<file path="src/rtl/min_arb_pkg.sv">
// Shared types and helpers for min_unit_arbiter.
// Contents:
//   DefNreq/DefW/DefIdw  default configuration (4 requesters, 32-bit words, 2-bit IDs)
//   MaxReq/PtrW          upper bound on requester count and width of an index into it
//   word_t/id_t          default-configuration word and response-ID types
//   rr_pick_t/rr_pick    round-robin winner search starting at a pointer
package min_arb_pkg;

  localparam int unsigned DefNreq = 4;
  localparam int unsigned DefW    = 32;
  localparam int unsigned DefIdw  = 2;

  localparam int unsigned MaxReq  = 16;
  localparam int unsigned PtrW    = 4;

  typedef logic [DefW-1:0]   word_t;
  typedef logic [DefIdw-1:0] id_t;

  typedef struct packed {
    logic            found;
    logic [PtrW-1:0] idx;
  } rr_pick_t;

  // Scan ptr, ptr+1, ... (mod nreq) and return the first valid index.
  // ptr must already be < nreq.
  function automatic rr_pick_t rr_pick(input logic [MaxReq-1:0] valid,
                                       input logic [PtrW-1:0]   ptr,
                                       input int unsigned       nreq);
    rr_pick_t    r;
    int unsigned j;
    r.found = 1'b0;
    r.idx   = '0;
    for (int unsigned k = 0; k < MaxReq; k++) begin
      if (k < nreq) begin
        j = 32'(ptr) + k;
        if (j >= nreq) j = j - nreq;
        if (!r.found && valid[j[PtrW-1:0]]) begin
          r.found = 1'b1;
          r.idx   = j[PtrW-1:0];
        end
      end
    end
    return r;
  endfunction

endpackage

</file>
<file path="src/rtl/word_min.sv">
// Combinational W-bit unsigned min/max unit.
// Ports:
//   a, b  operands
//   op    0 = min (tie returns b), 1 = max (tie returns a)
//   y     result
module word_min #(
  parameter int unsigned W = 32
) (
  input  logic [W-1:0] a,
  input  logic [W-1:0] b,
  input  logic         op,
  output logic [W-1:0] y
);

  logic sel;

  always_comb begin
    // Flipping the compare outcome turns min into max and moves the tie winner to a.
    sel = (b > a) ^ op;
    y   = sel ? a : b;
  end

endmodule

</file>
<file path="src/rtl/min_unit_arbiter.sv">
// Round-robin arbiter sharing one combinational min unit between NREQ requesters,
// with a one-deep registered response stage that accepts backpressure.
// Optional build macro: MIN_UNIT_ARBITER_MAX_EN enables per-requester max via req_op.
// Ports:
//   clk, rst_n                 clock (rising edge), asynchronous active-low reset
//   req_valid/req_ready        per-requester handshake; req_ready is one-hot or zero
//   req_a/req_b                packed operands, requester i at [i*W +: W]
//   req_op                     0 = min, 1 = max (ignored unless the macro is defined)
//   resp_valid/resp_ready      response handshake
//   resp_data/resp_id          result and index of the served requester
// IDW must be at least $clog2(NREQ); NREQ must be in 2..16.
module min_unit_arbiter
  import min_arb_pkg::*;
#(
  parameter int unsigned NREQ = DefNreq,
  parameter int unsigned W    = DefW,
  parameter int unsigned IDW  = DefIdw
) (
  input  logic              clk,
  input  logic              rst_n,
  input  logic [NREQ-1:0]   req_valid,
  output logic [NREQ-1:0]   req_ready,
  input  logic [NREQ*W-1:0] req_a,
  input  logic [NREQ*W-1:0] req_b,
  input  logic [NREQ-1:0]   req_op,
  output logic              resp_valid,
  input  logic              resp_ready,
  output logic [W-1:0]      resp_data,
  output logic [IDW-1:0]    resp_id
);

  logic            can_accept;
  logic            xfer;
  rr_pick_t        pick;
  logic [PtrW-1:0] rr_ptr;
  logic [PtrW-1:0] rr_ptr_next;
  logic [W-1:0]    a_sel;
  logic [W-1:0]    b_sel;
  logic            op_sel;
  logic [W-1:0]    result;

  always_comb begin
    can_accept = !resp_valid || resp_ready;
    pick       = rr_pick(MaxReq'(req_valid), rr_ptr, NREQ);
    xfer       = can_accept && pick.found;
    for (int unsigned i = 0; i < NREQ; i++) begin
      req_ready[i] = xfer && (pick.idx == PtrW'(i));
    end
    rr_ptr_next = (pick.idx == PtrW'(NREQ - 1)) ? '0 : pick.idx + PtrW'(1);
  end

  // Operand mux for the granted requester.
  always_comb begin
    a_sel  = '0;
    b_sel  = '0;
    op_sel = 1'b0;
    for (int unsigned i = 0; i < NREQ; i++) begin
      if (pick.idx == PtrW'(i)) begin
        a_sel = req_a[i*W +: W];
        b_sel = req_b[i*W +: W];
`ifdef MIN_UNIT_ARBITER_MAX_EN
        op_sel = req_op[i];
`endif
      end
    end
  end

`ifndef MIN_UNIT_ARBITER_MAX_EN
  logic unused_req_op;
  assign unused_req_op = ^req_op;
`endif

  word_min #(
    .W (W)
  ) u_word_min (
    .a  (a_sel),
    .b  (b_sel),
    .op (op_sel),
    .y  (result)
  );

  always_ff @(posedge clk or negedge rst_n) begin
    if (!rst_n) begin
      resp_valid <= 1'b0;
      resp_data  <= '0;
      resp_id    <= '0;
      rr_ptr     <= '0;
    end else if (xfer) begin
      resp_valid <= 1'b1;
      resp_data  <= result;
      resp_id    <= IDW'(pick.idx);
      rr_ptr     <= rr_ptr_next;
    end else if (resp_ready) begin
      // Drain without refill: data and id hold their last values.
      resp_valid <= 1'b0;
    end
  end

endmodule

</file>
<file path="config.mk">
export PLATFORM = sky130hd
export DESIGN_NAME = min_unit_arbiter
export DESIGN_NICKNAME = d
export VERILOG_FILES = /design/src/rtl/min_arb_pkg.sv /design/src/rtl/word_min.sv /design/src/rtl/min_unit_arbiter.sv
export SDC_FILE = /design/constraint.sdc
export NUM_CORES = 1
export LEC_CHECK = 0
export CAP_MARGIN = 40
export CORE_ASPECT_RATIO = 1.4
export CORE_UTILIZATION = 30
export CTS_BUF_LIST = sky130_fd_sc_hd__clkbuf_2 sky130_fd_sc_hd__clkbuf_4 sky130_fd_sc_hd__clkbuf_8
export DETAILED_ROUTE_END_ITERATION = 7
export PLACE_DENSITY = 0.65
export SYNTH_ARGS = -nofsm -noshare
export SYNTH_HDL_FRONTEND = slang
export SYNTH_SLANG_ARGS = --single-unit
</file>
<file path="constraint.sdc">
create_clock -name clk -period 14.45 [get_ports clk]
set_input_delay 2.1675 -clock clk [delete_from_list [all_inputs] [get_ports clk]]
set_output_delay 2.1675 -clock clk [all_outputs]
set_load 0.02 [all_outputs]
</file>
==> flow_summary.ini, run 1 <==
[outcome]
outcome = finished clean

[logic_synthesis]
synthFlopType = dfrtp_1
yosys.area.top_type = dfrtp_1
yosysMostFrequentCell = o21ai_0
synthAdderAreaFrac = 0.124
ys_ff_latch = 39
synth-xor-area-share = 0.0108
yosys-top-cells-count = o21ai_0 (135), nand2_1 (106), a221o_1 (63)
syn-num-nets = 968
yosysSeqAreaShare = 0.201
muxShareOfSynthArea = 0.0823
ys_warn_count = 0
netlist_area_mm2 = 0.00485
netlist.area_leader.share = 0.201
synth_edf_count = 0
synth_cell_types = 49
synth_cells = 653
syn_area_per_cell_um2 = 7.42
async_flop_share = 1.00
synth_top_family_by_area = compound AO/OA/AOI/OAI gates
synthTopCellsByArea = dfrtp_1 (20%), o21ai_0 (14%), a221o_1 (13%)
synth_compound_area_frac = 0.365
synth-simple-area-share = 0.134

[worst_setup_path]
startpoint = req_valid[2]
endpoint_kind = primary output
crit_path_start_kind = input pin
required_ns = 12.28
critPathKind = input pin to primary output
crit_family = buffers and inverters
path_cells = clkdlybuf4s50_1 -> mux4_2 -> a21o_1 -> or4_1 -> nand4_1 -> ha_4 -> buf_4 -> inv_1 -> nor2_1 -> clkdlybuf4s50_1
critPathBufInv = 4
crit_arrival_ns = 6.14
crit_path_top_delay_cell = clkdlybuf4s50_1
reg2reg_from = rr_ptr[1]$_DFFE_PN0P_
slowest_delay_ns = 0.62
worstPathMaxFanout = 73
crit_top_cell = clkdlybuf4s50_1

[timing]
slew_headroom = 0.488
finalHoldViolations = 0
rsz0062_at_grt = false
period_share = 0.575
timing.setup.tns_ns = 0
worstMarginPinSlew_ns = 0.769
max_clock_freq_mhz = 120
finalCriticalPeriod_ns = 8.31
finalMaxSlewViolations = 0
worst_clock_skew_ns = 0.00794
setup_violations = 0

[clocking]
insertion_delay_ns = 0.30
cts_setup_buffers = 0
cts-resized-gates = 0
tritoncts = done
cts.path.max_buffers = 2
clk_pin_slew_ns = 0.08
cts_buffers = 5
htreeDepth = 2
clock_sinks = 39
clockRootBuffer = clkbuf_8
hold_buffers = 0

[placed_design]
io_buffers = 301
dp.final_hpwl_mm = 15.9
gp_congestion = 0.836

[final_layout]
syn_to_final_growth_pct = 66.8
postLayoutCoreUtil = 0.516
drive_gt1_frac = 0.0360
nNetsFinal = 1230
fillers = 1566
diodes = 0

[drt]
drt_iter0_markers = 341
wirelength_mm = 19.8
vias = 5702
viasPerCell = 5.13
drc_errors = 0
wl_per_cell_um = 17.8
route.antenna.remaining_nets = 0
dr.pass1.iters = 4

[die]
die_width_um = 109
ios = 306
rows = 54
core-area_mm2 = 0.0157
dieArea_mm2 = 0.0167
dieHeight_um = 152
initial_core_util = 0.309

[global_routing]
grt_pass1_vias = 5532
grt_usage = 0.238
grt_antenna_before_repair = 0
grt_max_degree = 77
grt_first_pass_wirelength_mm = 30.3
gr-total-overflow = 0

[min_path]
min_path_type = register to register
hold_path_startpoint = resp_data[5]$_DFFE_PN0P_

[job]
maxCapViolCount = 0
[layout make-up]
class	instances	area, µm²	share of cell area
multi-input combinational	515	3510	0.434
timing repair buffer	309	3090	0.383
sequential	39	976	0.121
tap	196	245	0.0303
inverter	45	169	0.0209
clock buffer	7	83.8	0.0104
clock inverter	1	5.00	0.000619
[logic make-up after synthesis]
family	after synthesis
flip-flops	39
multiplexers	37
AND/OR/NAND/NOR	152
AO/OA/AOI/OAI	272
buffers and inverters	99
XOR/XNOR	6
adder cells (fa/ha/maj)	48
[metrics by stage]
step	instances	hold slack [ns]	setup WS [ns]	area, µm²
final	1112	0.486	6.14	8080
after global routing	1112	0.504	5.79	8080
after detailed placement	1104	0.475	6.01	7990
after CTS	1112	0.494	6.12	8080
after global placement	1102	0.465	5.77	7950
after floorplan	653	0.582	7.52	4850
[cell usage in the layout, fill, tap and decap left out, types with 3 or more instances in the layout]
| master | Yosys | routed |
|---|---|---|
| nand4_1 | 9 | 9 |
| a211oi_1 | 3 | 3 |
| clkdlybuf4s50_1 | 0 | 300 |
| a221o_1 | 63 | 63 |
| nor2_1 | 16 | 15 |
| o21ai_0 | 135 | 135 |
| nand2b_1 | 3 | 3 |
| inv_1 | 43 | 42 |
| clkbuf_8 | 0 | 5 |
| a21oi_1 | 21 | 21 |
| dfrtp_1 | 39 | 39 |
| nand2_1 | 106 | 106 |
| buf_4 | 0 | 6 |
| xnor2_1 | 4 | 4 |
| mux2i_1 | 32 | 32 |
| o21ai_1 | 32 | 32 |
| nor2b_1 | 3 | 3 |
| ha_1 | 48 | 45 |
[state kept, by name, indices dropped and copies added, names as in the netlist]
name	cells
resp_data	32
rr_ptr	4
resp_id	2
resp_valid	1
[path summary, 6_finish.rpt]
| kind | to | slack, ns | cells past startpoint |
|---|---|---|---|
| min | resp_data[5]$_DFFE_PN0P_ | 0.49 | 2 |
| max in group asynchronous | rr_ptr[2]$_DFFE_PN0P_ | 12.27 | 2 |
| min in group asynchronous | resp_data[3]$_DFFE_PN0P_ | 1.73 | 1 |
| max | req_ready[3] | 6.14 | 10 |
| max reg2reg | resp_data[25]$_DFFE_PN0P_ | 7.32 | 27 |
| min reg2reg | resp_data[5]$_DFFE_PN0P_ | 0.49 | 2 |
[per-layer routing]
layer | vias to the layer above | routed length [µm] | track usage
met2 | 181 | 10200 | 0.419
met3 | 30 | 966 | 0.0338
li1 | 2931 | - | -
met4 | 0 | 578 | 0.0787
met5 | - | 0 | 0
met1 | 2560 | 8080 | 0.292
[worst register-to-register path: stages, from the launching register on]
cell and delay, ns:
dfrtp_1 0.61, inv_1 0.19, ha_1 0.36, inv_1 0.06, ha_1 0.19, a22oi_1 0.19
a31oi_1 0.11, a211oi_1 0.46, a21o_1 0.22, or4_1 0.14, nand4_1 0.26, inv_1 0.17
ha_1 0.16, inv_1 0.07, nor2_4 0.07, buf_4 0.55, a221o_1 0.32, o21ai_0 0.08
o21ai_0 0.58, ha_1 0.24, nand4_1 0.20, nor4_1 0.48, nand2b_1 0.16, a31oi_1 0.07
nor2_4 0.45, buf_12 0.27, mux2i_1 0.29, o21ai_1 0.08
Power of run 1 is not shown: default switching activity piles up to over one toggle a cycle in this logic, so the estimate is an artifact.
==> run 2: changes to the inputs <==
==> constraint.sdc (replaced) <==
create_clock -name clk -period 8.3 [get_ports clk]
set_input_delay 1.245 -clock clk [delete_from_list [all_inputs] [get_ports clk]]
set_output_delay 1.245 -clock clk [all_outputs]
set_load 0.02 [all_outputs]
==> flow_summary.ini, run 2 (synthesis gave the netlist of run 1 again) <==
[clocking]
insertion_delay_ns = 0.30
clockRootBuffer = clkbuf_8
hold_buffers = 0
cts_buffers = 5
htreeDepth = 2
cts.path.max_buffers = 2
tritoncts = done
cts-resized-gates = 0
cts_setup_buffers = 0
clk_pin_slew_ns = 0.08
clock_sinks = 39

[worst_setup_path]
crit_path_start_kind = input pin
crit_arrival_ns = 7.10
crit_path_top_delay_cell = mux4_2
endpoint_kind = register
critPathKind = input pin to register
path_cells = clkdlybuf4s50_1 -> mux4_2 -> a21o_1 -> or4_1 -> nand4_1 -> ha_2 -> clkinv_1 -> buf_4 -> o21ai_0 -> o21ai_0 -> ha_1 -> nand4_1 -> nor4_1 -> a32oi_1 -> nor2_4 -> buf_12 -> mux2i_1 -> o21ai_1
slowest_delay_ns = 0.54
worstPathMaxFanout = 37
critPathBufInv = 4
crit_family = simple AND/OR/NAND/NOR gates
required_ns = 8.47

[drt]
viasPerCell = 5.17
wl_per_cell_um = 17.8
route.antenna.remaining_nets = 0
drc_errors = 0
wirelength_mm = 19.9
drt_iter0_markers = 249
dr.pass1.iters = 6
vias = 5772

[final_layout]
fin_area_mm2 = 0.00819
syn_to_final_growth_pct = 68.9
layout_commonest_cell = clkdlybuf4s50_1
largest_reg_flops = 32
reg_top3 = resp_data (32), rr_ptr (4), resp_id (2)
diodes = 0
layout_common_cells = clkdlybuf4s50_1 (300), o21ai_0 (135), nand2_1 (106)
nNetsFinal = 1235
postLayoutCoreUtil = 0.522
regMostFlops = resp_data
drive_gt1_frac = 0.0413

[timing]
finalHoldViolations = 0
rsz0062_at_grt = false
max_clock_freq_mhz = 144
worstMarginPinSlew_ns = 0.665
timing.setup.tns_ns = 0
finalMaxSlewViolations = 0
setup_violations = 0
period_share = 0.834
finalCriticalPeriod_ns = 6.93
setup_ws_ns = 1.37
slew_headroom = 0.555
worst_clock_skew_ns = 0.00360

[placed_design]
dp.final_hpwl_mm = 16.5
postPlaceCellArea_mm2 = 0.00807
dp_slack_ns = 1.02
gp_congestion = 0.837
io_buffers = 301

[global_routing]
grt_usage = 0.241
grt_first_pass_wirelength_mm = 30.6
grt_antenna_before_repair = 0
gr-total-overflow = 0
grt_pass1_vias = 5637
grt_max_degree = 77

[die]
rows = 54
ios = 306
core-area_mm2 = 0.0157
dieHeight_um = 152
initial_core_util = 0.309
die_width_um = 109
dieArea_mm2 = 0.0167

[job]
maxCapViolCount = 0

[outcome]
outcome = finished clean

[min_path]
min_path_type = register to register
[run 2: changes by cell type in the layout (fill, tap and decap cells not counted), sizes merged]
| cell | change |
|---|---|
| buf | +5 |
| bufinv | +1 |
| clkbuf | -1 |
[run 2: final cells by class]
type,instances,area (µm²)
clock buffers,6,82.6
clock inverters,2,35.0
fillers,1537,7490
inverters,45,169
multi-input cells,515,3510
flip-flops and latches,39,976
well taps,196,245
repair buffers,314,3170
[run 2: path summary, 6_finish.rpt]
check	start	endpoint	slack [ns]	cells past startpoint
min in group asynchronous	rst_n	resp_data[3]$_DFFE_PN0P_	0.88	1
max in group asynchronous	rst_n	resp_data[25]$_DFFE_PN0P_	6.95	2
min reg2reg	resp_data[17]$_DFFE_PN0P_	resp_data[17]$_DFFE_PN0P_	0.49	2
min	resp_data[17]$_DFFE_PN0P_	resp_data[17]$_DFFE_PN0P_	0.49	2
max reg2reg	rr_ptr[0]$_DFFE_PN0P_	resp_data[25]$_DFFE_PN0P_	1.43	23
max	req_valid[2]	resp_data[25]$_DFFE_PN0P_	1.37	18
[run 2: worst reg2reg max path: stages (launching register included)]
cell and delay (ns):
dfrtp_1 0.75, inv_2 0.15, ha_1 0.26, xor2_1 0.21, inv_1 0.07, ha_1 0.29
nor2_1 0.10, a31o_1 0.18, nand2_1 0.06, or4_1 0.47, nand4_1 0.24, ha_2 0.45
clkinv_1 0.35, buf_4 0.35, o21ai_0 0.39, o21ai_0 0.18, ha_1 0.33, nand4_1 0.13
nor4_1 0.48, a32oi_1 0.20, nor2_4 0.49, buf_12 0.26, mux2i_1 0.28, o21ai_1 0.08
[run 2: per-layer routing]
metal	wire length, µm	global-route usage	vias up
li1	-	-	2936
met1	8000	0.292	2612
met2	10100	0.419	188
met3	1100	0.0393	36
met4	684	0.0876	0
met5	0	0	-
[run 2: per-stage QoR]
step	cells	hold slack [ns]
final	1117	0.487
after global routing	1117	0.511
after CTS	1117	0.494
after detailed placement	1109	0.475
after global placement	1107	0.467
after floorplan	653	0.582
Power of run 2 is left out for the same reason.
==> run 3: changes to the inputs <==
--- a/config.mk
+++ b/config.mk
@@ -10,7 +10,7 @@
 export CORE_UTILIZATION = 30
 export CTS_BUF_LIST = sky130_fd_sc_hd__clkbuf_2 sky130_fd_sc_hd__clkbuf_4 sky130_fd_sc_hd__clkbuf_8
 export DETAILED_ROUTE_END_ITERATION = 7
-export PLACE_DENSITY = 0.65
+export PLACE_DENSITY = 0.68
 export SYNTH_ARGS = -nofsm -noshare
 export SYNTH_HDL_FRONTEND = slang
 export SYNTH_SLANG_ARGS = --single-unit
==> constraint.sdc (replaced) <==
create_clock -name clk -period 6.2 [get_ports clk]
set_input_delay 0.93 -clock clk [delete_from_list [all_inputs] [get_ports clk]]
set_output_delay 0.93 -clock clk [all_outputs]
set_load 0.02 [all_outputs]
==> flow_summary.ini, run 3 (synthesis gave the netlist of run 1 again) <==
[clocking]
clockRootBuffer = clkbuf_8
tritoncts = done
cts_setup_buffers = 0
clk_pin_slew_ns = 0.09
clock_sinks = 39
htreeDepth = 2
insertion_delay_ns = 0.30
cts_buffers = 5
cts.path.max_buffers = 2

[worst_setup_path]
worstPathMaxFanout = 35
r2r_end = resp_data[0]$_DFFE_PN0P_
crit_path_start_kind = register
reg2reg_from = rr_ptr[1]$_DFFE_PN0P_
slowest_delay_ns = 0.47
crit_path_top_delay_cell = dfrtp_2
rr_worst_depth = 25
critPathKind = register to register
critPathBufInv = 6
endpoint_kind = register
required_ns = 6.39
crit_arrival_ns = 5.99
r2r_slack_ns = 0.40
crit_family = compound AO/OA/AOI/OAI gates

[placed_design]
io_buffers = 301
dp.final_hpwl_mm = 16.6
dp_slack_ns = -0.0756
postPlaceCellArea_mm2 = 0.00823
gp_congestion = 0.849

[global_routing]
gr-total-overflow = 0
grt_first_pass_wirelength_mm = 31.0
grt_pass1_vias = 5942
grt_usage = 0.243
grt_antenna_before_repair = 0
grt_max_degree = 66

[die]
ios = 306
dieHeight_um = 152
rows = 54
die_width_um = 109
core-area_mm2 = 0.0157
dieArea_mm2 = 0.0167
initial_core_util = 0.309

[timing]
slew_headroom = 0.559
max_clock_freq_mhz = 172
setup_violations = 0
rsz0062_at_grt = false
finalHoldViolations = 0
period_share = 0.936
worstMarginPinSlew_ns = 0.658
worst_clock_skew_ns = 0.00891
finalMaxSlewViolations = 0
finalCriticalPeriod_ns = 5.80
setup_ws_ns = 0.398
timing.setup.tns_ns = 0

[final_layout]
drive_gt1_frac = 0.0640
fin_area_mm2 = 0.00835
largest_reg_flops = 32
layout_common_cells = clkdlybuf4s50_1 (300), o21ai_0 (131), nand2_1 (106)
reg_top3 = resp_data (32), rr_ptr (4), resp_id (2)
regMostFlops = resp_data
diodes = 0
layout_commonest_cell = clkdlybuf4s50_1
syn_to_final_growth_pct = 72.3
nNetsFinal = 1252

[min_path]
worstHoldPathCells = 2
min_to = resp_data[6]$_DFFE_PN0P_
min_path_type = register to register
hold_path_startpoint = resp_data[6]$_DFFE_PN0P_

[outcome]
outcome = finished clean

[drt]
dr.pass1.iters = 4
route.antenna.remaining_nets = 0
viasPerCell = 5.16
vias = 5846
drc_errors = 0
wirelength_mm = 19.9
drt_iter0_markers = 239
wl_per_cell_um = 17.6

[job]
maxCapViolCount = 0
==> run 3: area by class of cell <==
cell class | count | area, µm²
Tap cell | 196 | 245
Timing Repair Buffer | 331 | 3340
Inverter | 45 | 171
Multi-Input combinational cell | 515 | 3520
Clock buffer | 6 | 82.6
Clock inverter | 2 | 16.3
Sequential cell | 39 | 978
Fill cell | 1545 | 7320
==> run 3: worst register-to-register path, cell delays in order (launching register included) <==
cell      delay [ns]
dfrtp_2         0.47
buf_4           0.18
ha_1            0.21
xor2_1          0.17
ha_1            0.30
inv_1           0.04
a32o_1          0.26
a21o_1          0.24
or4_1           0.41
nand4_1         0.13
inv_1           0.08
ha_2            0.22
nor2_4          0.18
buf_12          0.22
a221o_1         0.20
o21ai_0         0.07
o21ai_0         0.35
inv_1           0.09
ha_1            0.30
nand4_1         0.20
a2111o_1        0.44
a31oi_1         0.24
nor2_4          0.09
buf_4           0.17
or2_2           0.27
a22o_1          0.17
==> run 3: routing by layer <==
metal | part of all wire | up-vias | global-route usage
met5 | 0 | - | 0
met1 | 0.41 | 2658 | 0.294
li1 | - | 2977 | -
met2 | 0.52 | 179 | 0.432
met3 | 0.045 | 32 | 0.0321
met4 | 0.028 | 0 | 0.0800
==> run 3: repair_timing <==
item,4_1_cts,5_1_grt
endpoints found under the setup margin,0,32
hold buffers,0,0
gates resized for setup,0,11
==> run 3: stage by stage <==
step                      hold slack, ns  utilization  cells
final                              0.489        0.533   1134
after global routing               0.509        0.533   1134
after CTS                          0.495        0.532   1134
after detailed placement           0.475        0.525   1126
after global placement             0.468        0.524   1125
after floorplan                    0.582            -    653
==> run 3: worst max-delay path by stage <==
stage,startpoint,depth (start not counted),slack (ns),to
after floorplan,rr_ptr[1]$_DFFE_PN0P_,27,0.62,resp_data[19]$_DFFE_PN0P_
after global placement,req_valid[2],23,-0.06,resp_data[0]$_DFFE_PN0P_
after detailed placement,req_valid[2],23,-0.08,resp_data[0]$_DFFE_PN0P_
after CTS,rr_ptr[1]$_DFFE_PN0P_,28,0.04,resp_data[0]$_DFFE_PN0P_
after global routing,rr_ptr[1]$_DFFE_PN0P_,27,0.02,resp_data[29]$_DFFE_PN0P_
final,rr_ptr[1]$_DFFE_PN0P_,25,0.40,resp_data[0]$_DFFE_PN0P_
Power of run 3 is left out for the same reason.
